===== config.mk =====
export PLATFORM = sky130hd
export DESIGN_NAME = anton_mac_seq_flat
export DESIGN_NICKNAME = d
export VERILOG_FILES = /design/src/rtl/anton_mac_seq_if.sv /design/src/rtl/anton_mac_seq.sv /design/src/flat_wrapper.sv
export SDC_FILE = /design/constraint.sdc
export NUM_CORES = 1
export LEC_CHECK = 0
export CAP_MARGIN = 0
export CORE_UTILIZATION = 55
export CTS_BUF_LIST = sky130_fd_sc_hd__clkbuf_4
export DETAILED_ROUTE_END_ITERATION = 8
export PLACE_DENSITY = 0.73
export SLEW_MARGIN = 10
export SYNTH_ARGS = -nofsm -noshare
export SYNTH_HDL_FRONTEND = slang
export SYNTH_SLANG_ARGS = --single-unit

===== constraint.sdc =====
create_clock -name clk -period 5.2 [get_ports clk]
set_clock_uncertainty 0.2 [all_clocks]
set_input_delay 1.56 -clock clk [delete_from_list [all_inputs] [get_ports clk]]
set_output_delay 1.56 -clock clk [all_outputs]
set_load 0.005 [all_outputs]

===== src/rtl/anton_mac_seq_if.sv =====
// Command/readout bus of the anton_mac_seq multiply-accumulate core.
interface anton_mac_seq_if #(
  parameter int unsigned DIN_W  = 4,
  parameter int unsigned DOUT_W = 8
);
  logic [1:0]        cmd;
  logic              rd;
  logic [DIN_W-1:0]  din;
  logic [DOUT_W-1:0] dout;
  logic              busy;

  modport master (output cmd, output rd, output din, input dout, input busy);
  modport slave  (input cmd, input rd, input din, output dout, output busy);
endinterface


===== src/rtl/anton_mac_seq.sv =====
// anton_mac_seq: sequential multiply-accumulate core.
// Operands are shifted in DIN_W bits at a time, multiplied by an OP_W-cycle
// shift-add engine, and the guarded accumulator is read out through a
// rotating DOUT_W-bit window.
// Optional feature: define MAC_SATURATE_EN to clamp overflowing MACs to all-ones.
module anton_mac_seq #(
  parameter int unsigned DIN_W   = 4,
  parameter int unsigned OP_W    = 8,
  parameter int unsigned GUARD_W = 8,
  parameter int unsigned DOUT_W  = 8
) (
  input  logic               clk,
  input  logic               reset,
  anton_mac_seq_if.slave     bus
);

  localparam int unsigned ACC_W = 2*OP_W + GUARD_W;
  localparam int unsigned PRD_W = 2*OP_W;
  localparam int unsigned CNT_W = $clog2(OP_W+1);

  localparam logic [1:0] CMD_HOLD = 2'b00;
  localparam logic [1:0] CMD_LOAD = 2'b01;
  localparam logic [1:0] CMD_MUL  = 2'b10;
  localparam logic [1:0] CMD_MAC  = 2'b11;

  typedef enum logic {S_IDLE, S_CALC} state_t;
  typedef enum logic {MODE_MUL, MODE_MAC} mode_t;

  state_t             state, state_d;
  mode_t              mode, mode_d;
  logic [PRD_W-1:0]   opr, opr_d;
  logic [ACC_W-1:0]   acc, acc_d;
  logic [ACC_W-1:0]   acc_rot, acc_rot_d;
  logic [PRD_W-1:0]   mcand, mcand_d;
  logic [OP_W-1:0]    mplier, mplier_d;
  logic [PRD_W-1:0]   psum, psum_d;
  logic [CNT_W-1:0]   cnt, cnt_d;
  logic               busy_q, busy_d;

  // Result path helpers for the final engine cycle
  logic [PRD_W-1:0]   psum_next;
  logic [ACC_W-1:0]   prod_ext;
  logic [ACC_W:0]     sum_ext;
  logic [ACC_W-1:0]   mac_res;

  assign bus.dout = acc_rot[DOUT_W-1:0];
  assign bus.busy = busy_q;

  // State and datapath registers
  always_ff @(posedge clk or negedge reset) begin
    if (!reset) begin
      state   <= S_IDLE;
      mode    <= MODE_MUL;
      opr     <= '0;
      acc     <= '0;
      acc_rot <= '0;
      mcand   <= '0;
      mplier  <= '0;
      psum    <= '0;
      cnt     <= '0;
      busy_q  <= 1'b0;
    end else begin
      state   <= state_d;
      mode    <= mode_d;
      opr     <= opr_d;
      acc     <= acc_d;
      acc_rot <= acc_rot_d;
      mcand   <= mcand_d;
      mplier  <= mplier_d;
      psum    <= psum_d;
      cnt     <= cnt_d;
      busy_q  <= busy_d;
    end
  end

  // Next-state, shift-add step and accumulator update
  always_comb begin
    state_d   = state;
    mode_d    = mode;
    opr_d     = opr;
    acc_d     = acc;
    acc_rot_d = acc_rot;
    mcand_d   = mcand;
    mplier_d  = mplier;
    psum_d    = psum;
    cnt_d     = cnt;
    busy_d    = busy_q;

    psum_next = mplier[0] ? (psum + mcand) : psum;
    prod_ext  = ACC_W'(psum_next);
    sum_ext   = {1'b0, acc} + {1'b0, prod_ext};
`ifdef MAC_SATURATE_EN
    mac_res   = sum_ext[ACC_W] ? {ACC_W{1'b1}} : sum_ext[ACC_W-1:0];
`else
    mac_res   = sum_ext[ACC_W-1:0];
`endif

    unique case (state)
      S_IDLE: begin
        if (bus.cmd == CMD_MUL || bus.cmd == CMD_MAC) begin
          // Start: rd is dropped in this cycle
          mcand_d  = {OP_W'(0), opr[PRD_W-1:OP_W]};
          mplier_d = opr[OP_W-1:0];
          mode_d   = (bus.cmd == CMD_MAC) ? MODE_MAC : MODE_MUL;
          psum_d   = '0;
          cnt_d    = CNT_W'(OP_W);
          state_d  = S_CALC;
          busy_d   = 1'b1;
        end else begin
          if (bus.cmd == CMD_LOAD) begin
            opr_d = {opr[PRD_W-DIN_W-1:0], bus.din};
          end
          if (bus.rd) begin
            acc_rot_d = {acc_rot[DOUT_W-1:0], acc_rot[ACC_W-1:DOUT_W]};
          end
        end
      end
      S_CALC: begin
        psum_d   = psum_next;
        mcand_d  = mcand << 1;
        mplier_d = mplier >> 1;
        cnt_d    = cnt - CNT_W'(1);
        if (cnt == CNT_W'(1)) begin
          acc_d     = (mode == MODE_MAC) ? mac_res : prod_ext;
          acc_rot_d = acc_d;
          state_d   = S_IDLE;
          busy_d    = 1'b0;
        end
      end
      default: state_d = S_IDLE;
    endcase
  end

endmodule


===== src/flat_wrapper.sv =====
// flat-port wrapper written by rule: the top's interface ports become plain ports
module anton_mac_seq_flat 
#(
  parameter int unsigned DIN_W   = 4,
  parameter int unsigned OP_W    = 8,
  parameter int unsigned GUARD_W = 8,
  parameter int unsigned DOUT_W  = 8
)
  (clk, reset, bus_cmd, bus_rd, bus_din, bus_dout, bus_busy);
  anton_mac_seq_if #(.DIN_W(DIN_W), .DOUT_W(DOUT_W)) bus_i ();
  input  logic clk;
  input  logic reset;
  input wire logic [$bits(bus_i.cmd)-1:0] bus_cmd;
  input wire logic [$bits(bus_i.rd)-1:0] bus_rd;
  input wire logic [$bits(bus_i.din)-1:0] bus_din;
  output wire logic [$bits(bus_i.dout)-1:0] bus_dout;
  output wire logic [$bits(bus_i.busy)-1:0] bus_busy;
  assign bus_i.cmd = bus_cmd;
  assign bus_i.rd = bus_rd;
  assign bus_i.din = bus_din;
  assign bus_dout = bus_i.dout;
  assign bus_busy = bus_i.busy;
  anton_mac_seq #(.DIN_W(DIN_W), .OP_W(OP_W), .GUARD_W(GUARD_W), .DOUT_W(DOUT_W)) u_core (.clk(clk), .reset(reset), .bus(bus_i));
endmodule

=== After elaboration in Yosys (flattened, before gate mapping) ===
Cells that the tools add are included.

* Latch bits: 0
* Logic and storage cells: 50
* Output and inout bits: 9
* Memories: 0
* RAM bits: 0
* Bits in read-only memories: 0
* Register bits after elaboration: 111
* Input port bits: 9

* Equal/unequal tests: 8
* Bitwise logic cells: 2
* Div/mod/pow operators: 0
* Magnitude comparators: 0
* Add/subtract/negate cells: 3
* Reductions and logical operators: 6
* Muxes and demuxes: 21
* Shift operators: 0
* Multipliers: 0

{| class="wikitable"
|+ Operators by type and width
! cell !! count
|-
| 24-bit 2-to-1 mux || 4
|-
| 16-bit one-hot mux with 2 select lines || 2
|-
| 16-bit 2-to-1 mux || 3
|-
| 24-bit one-hot mux with 2 select lines || 1
|-
| 24-bit by 16-bit adder with 24-bit output || 1
|-
| 16-bit adder || 1
|-
| 8-bit one-hot mux with 2 select lines || 1
|-
| 8-bit 2-to-1 mux || 1
|-
| 4-bit one-hot mux with 2 select lines || 1
|-
| 2-bit inequality test, second input constant || 3
|-
| 2-bit AND reduction || 3
|-
| 3-bit AND reduction || 2
|-
| 1-bit 2-to-1 mux || 5
|-
| 2-bit == test, second input constant || 2
|-
| 4-bit by 1-bit == test with 1-bit output, second input constant || 1
|-
| 4-bit 2-to-1 mux || 1
|-
| 1-bit one-hot mux with 2 select lines || 2
|-
| 4-bit by 1-bit subtractor with 4-bit output, second input constant || 1
|-
| 2-bit by 1-bit == test with 1-bit output, second input constant || 1
|-
| 2-bit by 1-bit inequality test with 1-bit output, second input constant || 1
|-
| 1-bit inverter || 2
|-
| 1-bit logical OR || 1
|}

=== Logic depth before layout (Yosys ltp) ===
Gate-level depths: netlist of the first run.

* Word-level depth: 6
* Mapped depth: 17
* Gate-level depth less buffers: 16

=== Worst setup path before layout of the first run ===
Ideal clock, no wire load.

* Path kind: register -> register
* Start point: reg u_core.psum[0]
* End point: reg u_core.acc_rot[15]
* Setup slack: 1,059 ps
* Stages on the path, launching flop included: 16
* Period minus slack after synthesis: 4,141 ps
* Buffers on the path: 0
* Required time: 4,918 ps
* Arrival: 3,859 ps
* Setup time: 82 ps
* Path through: dfrtp_1 -> ha_1 -> fa_1 -> a21o_1 -> a221o_1 -> a211oi_2 -> o21ai_1 -> xor2_1 -> mux2_2 -> ha_1 -> a21o_1 -> o21bai_1 -> a21oi_1 -> o21ai_0 -> or4_4 -> o22ai_1

* Word-level cells in the longest chain between the ends: 6

{| class="wikitable"
|+ Ends and longest elaborated chain
! element !! RTL line !! RTL
|-
| start: declaration || anton_mac_seq.sv:36 || <nowiki>logic [PRD_W-1:0] psum, psum_d;</nowiki>
|-
| start signal: assignment || anton_mac_seq.sv:70 || <nowiki>psum <= psum_d;</nowiki>
|-
| 16-bit adder || anton_mac_seq.sv:89 || <nowiki>psum_next = mplier[0] ? (psum + mcand) : psum;</nowiki>
|-
| 16-bit 2-to-1 mux * || anton_mac_seq.sv:89 ||
|-
| 24-bit by 16-bit adder with 24-bit output || anton_mac_seq.sv:91 || <nowiki>sum_ext = {1'b0, acc} + {1'b0, prod_ext};</nowiki>
|-
| 24-bit 2-to-1 mux * || anton_mac_seq.sv:124 || <nowiki>acc_d = (mode == MODE_MAC) ? mac_res : prod_ext;</nowiki>
|-
| 24-bit 2-to-1 mux * || anton_mac_seq.sv:123 || <nowiki>if (cnt == CNT_W'(1)) begin</nowiki>
|-
| 24-bit one-hot mux with 2 select lines * || anton_mac_seq.sv:98 || <nowiki>unique case (state)</nowiki>
|-
| end signal: assignment || anton_mac_seq.sv:67 || <nowiki>acc_rot <= acc_rot_d;</nowiki>
|-
| end: declaration || anton_mac_seq.sv:33 || <nowiki>logic [ACC_W-1:0] acc_rot, acc_rot_d;</nowiki>
|}

Every way passes the cells marked *; elsewhere a longest branch is shown, timed or not. The select of a mux whose other input is x is not followed.
A chain may end at the register's enable or synchronous reset.

=== Worst setup path in the final report of the first run ===
* Start point: reg u_core.psum[0]
* End point: reg u_core.acc_rot[22]

* Word-level cells in the longest chain between the ends: 6

{| class="wikitable"
|+ Ends and longest elaborated chain
! element !! RTL line
|-
| 16-bit adder || anton_mac_seq.sv:89
|-
| 16-bit 2-to-1 mux * || anton_mac_seq.sv:89
|-
| 24-bit by 16-bit adder with 24-bit output * || anton_mac_seq.sv:91
|-
| 24-bit 2-to-1 mux * || anton_mac_seq.sv:124
|-
| 24-bit 2-to-1 mux * || anton_mac_seq.sv:123
|-
| 24-bit one-hot mux with 2 select lines * || anton_mac_seq.sv:98
|}

Marked as above.

==> results.md, run 1 <==
* Largest family of logic cells by synthesized area: compound AO/OA/AOI/OAI gates
* Fillers at approximately 1100
* Ranking of synthesized cells by area: dfrtp_1 (39%), ha_1 (6.4%), nand2_1 (6.1%), o21ai_0 (5.5%), mux2i_1 (4.1%)
* Hold WC Path Type: flip-flop to flip-flop
* Final Cell Area at 0.00740 mm^2
* GP Congestion at 0.876
* H-tree levels at 3
* Drt wl/cell at between 15 and 20 um
* Final wirelength at 17300 um
* Post-DP HPWL at 12300 um
* Setup Viol. Count Final at 0
* Worst path arrival time at 4.90 ns
* Worst setup EP type: flip-flop
* Pre-CTS setup slack at 0.618 ns
* Synth-to-layout area growth at 5.28%
* Fin. Hold Viols at 0
* GR Overflow Total at 0
* I/O pins at 18
* Core ar. at 0.0123 mm^2
* Switching Share at 45.8%
* Simple-gate share of the synthesized area at around 16%
* Crit. Startpoint: u_core.psum[0]$_DFFE_PN0P_
* Leading area contributor after synthesis: dfrtp_1
* Internal Power at 2030 uW
* Root Buffer: clkbuf_4
* CP Class: flip-flop to flip-flop
* Post-Synth XOR/XNOR Area at 2.99%
* CTS resizes at 0
* Post-synthesis mux area share at 8.13%
* Area occupied by multi-input gates at 0.00394 mm^2
* GRT Overall Usage at around 28%
* WHS Endpoint: u_core.mplier[0]$_DFFE_PN0P_
* Initial antenna violation count at 0
* Post-CTS setup buffers at 0
* Largest net degree at the start of global routing at 63
* Ys async rst share at 100%
* Vias/cell at 6.16
* Synth top area share at between 30% and 40%
* Die Y-Extent at 115 um
* Max_slew headroom at 27.8%
* Pleak at 0.00339 uW
* Net Switching at roughly 1700 uW
* Final setup margin at 0.561 ns
* Starting DRT DRC Count at 534
* First-pass GRT wire length at 28900 um
* Worst-case clock buffer depth at 2
* DR vias at 5764
* CTS tree: yes
* PwrDens at 505 mW/mm^2
* # DRC at 0
* Routed Antenna Nets at 0
* Hold Path Origin: u_core.mplier[1]$_DFFE_PN0P_
* Post-synthesis compound-gate area fraction at 21.8%
* CP startpoint kind: flip-flop
* Core Util, Final at about three fifths
* CTS Buf Count at 9
* Power share of the combinational group at 50.0%
* Worst Path Max Fanout at 7
* Seq pwr share at 37.7%
* R2R Setup Slk at approximately 0.56 ns
* Starting Density at 57.4%
* Mapped cell area at 0.00703 mm^2
* R2R Path End: u_core.acc_rot[22]$_DFFE_PN0P_
* Die width at ~120 um
* # rows at 40
* Yosys cell types at 71
* Placed cell area at just over 0.007 mm^2
* RSZ-0062 raised after global routing: false
* Drt pass-1 iters at 6
* Reg2Reg Depth at 15
* Fin nets at 810
* Post-synthesis cell count at 771
* Post-synthesis sequential area ratio at 39.5%
* Mean post-synth cell area at 9.12 um^2
* Main synth FF type: dfrtp_1
* Reg area at 0.00278 mm^2
* Syn nets at between 800 and 900
* Fraction of layout cells with a size suffix above 1 at 9.38%
* Worst-Skew Late Latency at 0.52 ns
* Sink Count at 111
* Maximum clock frequency at 216 MHz
* Hold path cells at 2
* Antenna diodes at 0
* Peak VDD IR at 0.308 mV
* Clock share of power at ~12%
* Reg2reg start: u_core.psum[0]$_DFFE_PN0P_
* Worst slew pin tran at between 1 and 1.5 ns
* Status: finished, final reports clean
* Fin crit period at ~4.6 ns
* Synth Area in Adders at 6.97%
* Yosys warns at 0
* Setup Total Neg Slack at 0 ns
* Req. time, crit path at 5.46 ns
* DIE AREA at 0.0132 mm^2
* Worst-path clk slew at around 0.20 ns
* Maxcap violations at 0
* Seq cells post-synth at between 100 and 150
* Number of enable flip-flop cells after synthesis at 0
* CTS Hold Bufs at 0
* Vias in the first global route at between 5000 and 6000
* Slew Viols, Final at 0
* IO Port Bufs at 17
* Fin crit share at 89.2%
-- Yosys cell counts (5+ instances only) --
library cell and count:
o21ai_0 77, a31oi_1 9, nand4_1 5, a21oi_1 51, a21o_1 17, nor3_1 13
xor2_1 11, nand3_1 21, o21ai_1 6, xnor2_1 13, nand2_1 114, buf_2 8
o21bai_1 8, inv_1 14, ha_1 36, o211ai_1 9, mux2_2 25, dfrtp_1 111
or3_1 5, o31ai_1 7, buf_4 8, nor2b_1 5, clkbuf_1 23, nor2_1 40
nand2b_1 6, and3_1 13, mux2i_1 29, o22ai_1 9, o21a_1 7
-- critical path, stage by stage (launching register included) --
cell      delay (ns)
dfrtp_1         0.44
ha_1            0.24
fa_1            0.41
a21o_1          0.22
a221o_1         0.35
a211oi_2        0.31
xnor2_1         0.10
mux2_2          0.31
ha_1            0.46
nand4_1         0.18
nor3_1          0.20
o21ai_1         0.15
a21oi_2         0.27
o211ai_2        0.18
or4_1           0.46
nand3_1         0.10
-- final cells by class --
class | instances | area share (%)
Multi-Input combinational cell | 596 | 53.1
Tap cell | 168 | 2.84
Timing Repair Buffer | 28 | 3.55
Sequential cell | 111 | 37.5
Clock inverter | 7 | 1.17
Inverter | 17 | 0.862
Clock buffer | 9 | 0.912
-- power by group through the flow --
stage          Clock (uW)  Sequential (uW)  Combinational, uW
2_1_floorplan           0             1320               1480
3_3_place_gp            0             1410               1800
3_5_place_dp            0             1430               1860
4_1_cts               472             1410               1870
5_1_grt               496             1450               2100
6_report              459             1410               1870
-- worst max path at each step --
stage                                           endpoint  slack, ns  depth (start not counted)
final                     u_core.acc_rot[22]$_DFFE_PN0P_       0.56                         15
after global routing      u_core.acc_rot[21]$_DFFE_PN0P_       0.25                         15
after CTS                 u_core.acc_rot[22]$_DFFE_PN0P_       0.55                         15
after detailed placement  u_core.acc_rot[22]$_DFFE_PN0P_       0.62                         15
after global placement    u_core.acc_rot[22]$_DFFE_PN0P_       0.76                         15
after floorplan           u_core.acc_rot[15]$_DFFE_PN0P_       1.06                         15
-- per-layer routing --
layer  vias to the layer above  part of all wire, %  track usage (%)
met5                         -                    0                0
met4                         0                  1.8             9.18
met3                        23                  4.5             4.38
met2                       148                   49             47.8
met1                      2824                   45             37.9
li1                       2769                    -                -
-- through the flow --
step | total power [uW] | instances | hold WS [ns]
after global routing | 4040 | 936 | 0.342
after CTS | 3750 | 936 | 0.318
after detailed placement | 3290 | 920 | 0.275
final | 3740 | 936 | 0.318
after global placement | 3210 | 920 | 0.265
after floorplan | 2810 | 771 | 0.250
-- cell usage in the layout, fill, tap and decap left out, types with 11 or more instances in the layout --
cell type and instances:
mux2i_1 29, xnor2_1 13, a21oi_1 51, a21o_1 17, dfrtp_1 110, o21ai_0 77, inv_1 14, nand3_1 21
ha_1 36, and3_1 13, nor2_1 40, buf_4 11, mux2_2 25, nand2_1 114, clkdlybuf4s50_1 16, nor3_1 13
xor2_1 11
-- registers in the layout (all words and copies together) (netlist names) --
name	flops
u_core.mode	1
u_core.bus.busy	1
u_core.psum	16
u_core.opr	16
u_core.mcand	16
u_core.mplier	8
u_core.acc_rot	24
u_core.acc	24
u_core.cnt	4
u_core.state	1
-- kinds of logic after synthesis --
family / count (synthesis)
buffers and inverters: 64
XOR/XNOR: 24
flip-flops: 111
AND/OR/NAND/NOR: 243
multiplexers: 54
adder cells (fa/ha/maj): 38
AO/OA/AOI/OAI: 237
No activity file was read; power rests on OpenSTA's default activity.
==> run 2: changes to the inputs <==
ABC_AREA = 0   (was unset)
CAP_MARGIN = unset   (was 0)
PLACE_DENSITY = 0.77   (was 0.73)
==> results.md, run 2 (synthesis gave the netlist of run 1 again) <==
* Worst Path Max Fanout at 7 (unchanged)
* DIE AREA at 0.0132 mm^2 (unchanged)
* Post-Layout Cell Count at 937 (was 936)
* Hold WC Path Type: flip-flop to flip-flop (unchanged)
* Fin crit share at 89.1% (was 89.2%)
* Drt wl/cell at 17.5 um (was 18.4 um)
* Worst slew pin tran at 0.873 ns (was 1.08 ns)
* Largest stage delay, worst path at 0.46 ns (about the same)
* Die Y-Extent at 115 um (unchanged)
* CTS Buf Count at 9 (unchanged)
* Starting DRT DRC Count at 525 (was 534)
* Setup Total Neg Slack at 0 ns (unchanged)
* Slew Viols, Final at 0 (unchanged)
* Drt pass-1 iters at 6 (unchanged)
* Worst setup EP type: flip-flop (unchanged)
* GRT Overall Usage at 26.8% (was 28.5%)
* Vias/cell at 6.15 (was 6.16)
* Fraction of layout cells with a size suffix above 1 at 9.49% (was 9.38%)
* Max stage delay cell, worst path: ha_1 (unchanged)
* Worst-case clock buffer depth at 2 (unchanged)
* Maximum clock frequency at 216 MHz (about the same)
* Vias in the first global route at 5654 (unchanged)
* Die width at 115 um (unchanged)
* H-tree levels at 3 (unchanged)
* GR Overflow Total at 0 (unchanged)
* Max_slew headroom at 41.8% (was 27.8%)
* Most frequent cells in the layout: nand2_1 (114), dfrtp_1 (110), o21ai_0 (77), a21oi_1 (51), nor2_1 (40) (unchanged)
* CP Depth at 15 (unchanged)
* CP Cell Sequence: ha_1, fa_1, a21o_1, a221o_1, a211oi_2, xnor2_1, mux2_2, ha_1, nand4_1, nor3_1, o21ai_1, a21oi_2, o211ai_2, or4_1, nand3_1 (unchanged)
* Post-CTS setup buffers at 0 (unchanged)
* Placed Cells at 921 (was 920)
* PwrDens at 505 mW/mm^2 (about the same)
* Routed Antenna Nets at 0 (unchanged)
* Sink Count at 111 (unchanged)
* Post-DP HPWL at 11600 um (was 12300 um)
* Largest net degree at the start of global routing at 69 (was 63)
* Pleak at 0.00338 uW (was 0.00339 uW)
* CTS resizes at 0 (unchanged)
* Fin crit period at 4.63 ns (was 4.64 ns)
* CTS tree: yes (unchanged)
* Critical path's most frequent cell: ha_1 (unchanged)
* Worst-path clk slew at 0.18 ns (was 0.20 ns)
* Req. time, crit path at 5.45 ns (was 5.46 ns)
* CP top delay family: compound AO/OA/AOI/OAI gates (unchanged)
* # rows at 40 (unchanged)
* Fin nets at 811 (was 810)
* Synth-to-layout area growth at 4.98% (was 5.28%)
* Root Buffer: clkbuf_4 (unchanged)
* Tot Pwr at 3730 uW (was 3740 uW)
* Fin. Hold Viols at 0 (unchanged)
* Initial antenna violation count at 0 (unchanged)
* # DRC at 0 (unchanged)
* Final wirelength at 16400 um (was 17300 um)
* Setup Viol. Count Final at 0 (unchanged)
* GP Congestion at 0.991 (was 0.876)
* Starting Density at 57.4% (unchanged)
* WP buf/inv at 0 (unchanged)
* I/O pins at 18 (unchanged)
* CP Class: flip-flop to flip-flop (unchanged)
* Worst-Skew Late Latency at 0.51 ns (was 0.52 ns)
* Largest regs: u_core.acc x24, u_core.acc_rot x24 (unchanged)
* Antenna diodes at 0 (unchanged)
* Maxcap violations at 0 (unchanged)
* Reg2Reg Depth at 15 (unchanged)
* CP startpoint kind: flip-flop (unchanged)
* RSZ-0062 raised after global routing: false (unchanged)
* Hold path cells at 2 (unchanged)
* First-pass GRT wire length at 27700 um (was 28900 um)
* Peak VDD IR at 0.246 mV (was 0.308 mV)
* DR vias at 5764 (unchanged)
* Status: finished, final reports clean (unchanged)
* IO Port Bufs at 17 (unchanged)
* Commonest non-fill, non-tap cell in the layout: nand2_1 (unchanged)
* CTS Hold Bufs at 0 (unchanged)
* Core ar. at 0.0123 mm^2 (unchanged)
* Worst path arrival time at 4.89 ns (was 4.90 ns)
[run 2: area by class of cell]
cell class	count	area [um^2]
Fill cell	1071	4880
Multi-Input combinational cell	596	3940
Sequential cell	111	2780
Timing Repair Buffer	29	258
Tap cell	168	210
Clock inverter	7	70.1
Clock buffer	9	67.6
Inverter	17	63.8
[run 2: stage by stage]
step | setup WS [ns] | hold WS (ns) | cell area (um^2) | util, %
floorplan | 1.06 | 0.250 | 7030 | -
global placement | 0.826 | 0.264 | 7250 | 59.1
detailed placement | 0.634 | 0.278 | 7250 | 59.1
CTS | 0.595 | 0.316 | 7380 | 60.2
global route | 0.220 | 0.345 | 7380 | 60.2
finish | 0.565 | 0.311 | 7380 | 60.2
[run 2: worst paths after layout]
kind / from / to / slack (ns)
setup / recovery: u_core.psum[0]$_DFFE_PN0P_ / u_core.acc_rot[22]$_DFFE_PN0P_ / 0.57
hold reg to reg: u_core.mplier[7]$_DFFE_PN0P_ / u_core.mplier[6]$_DFFE_PN0P_ / 0.31
max in group asynchronous: reset / u_core.psum[6]$_DFFE_PN0P_ / 3.00
hold / removal: u_core.mplier[7]$_DFFE_PN0P_ / u_core.mplier[6]$_DFFE_PN0P_ / 0.31
min in group asynchronous: reset / u_core.acc_rot[1]$_DFFE_PN0P_ / 0.94
setup reg to reg: u_core.psum[0]$_DFFE_PN0P_ / u_core.acc_rot[22]$_DFFE_PN0P_ / 0.57
[run 2: power by group]
part	internal (uW)	switching (uW)	total (uW)
clock	112	325	437
combinational	758	1130	1890
sequential	1160	247	1400
[run 2: per-layer routing]
metal | track usage [%] | up-vias | part of all wire, %
li1 | - | 2765 | -
met1 | 34.9 | 2776 | 45
met2 | 44.3 | 196 | 47
met3 | 4.64 | 27 | 5.3
met4 | 11.6 | 0 | 2.9
met5 | 0 | - | 0
[run 2: worst register-to-register path, delay by kind of cell, from the launching register on]
family          cells  cell delay [ns]
simple gates        4             0.92
flops               1             0.45
xor+xnor            1             0.11
fa+ha+maj           3             1.12
mux                 1             0.31
compound gates      6             1.49
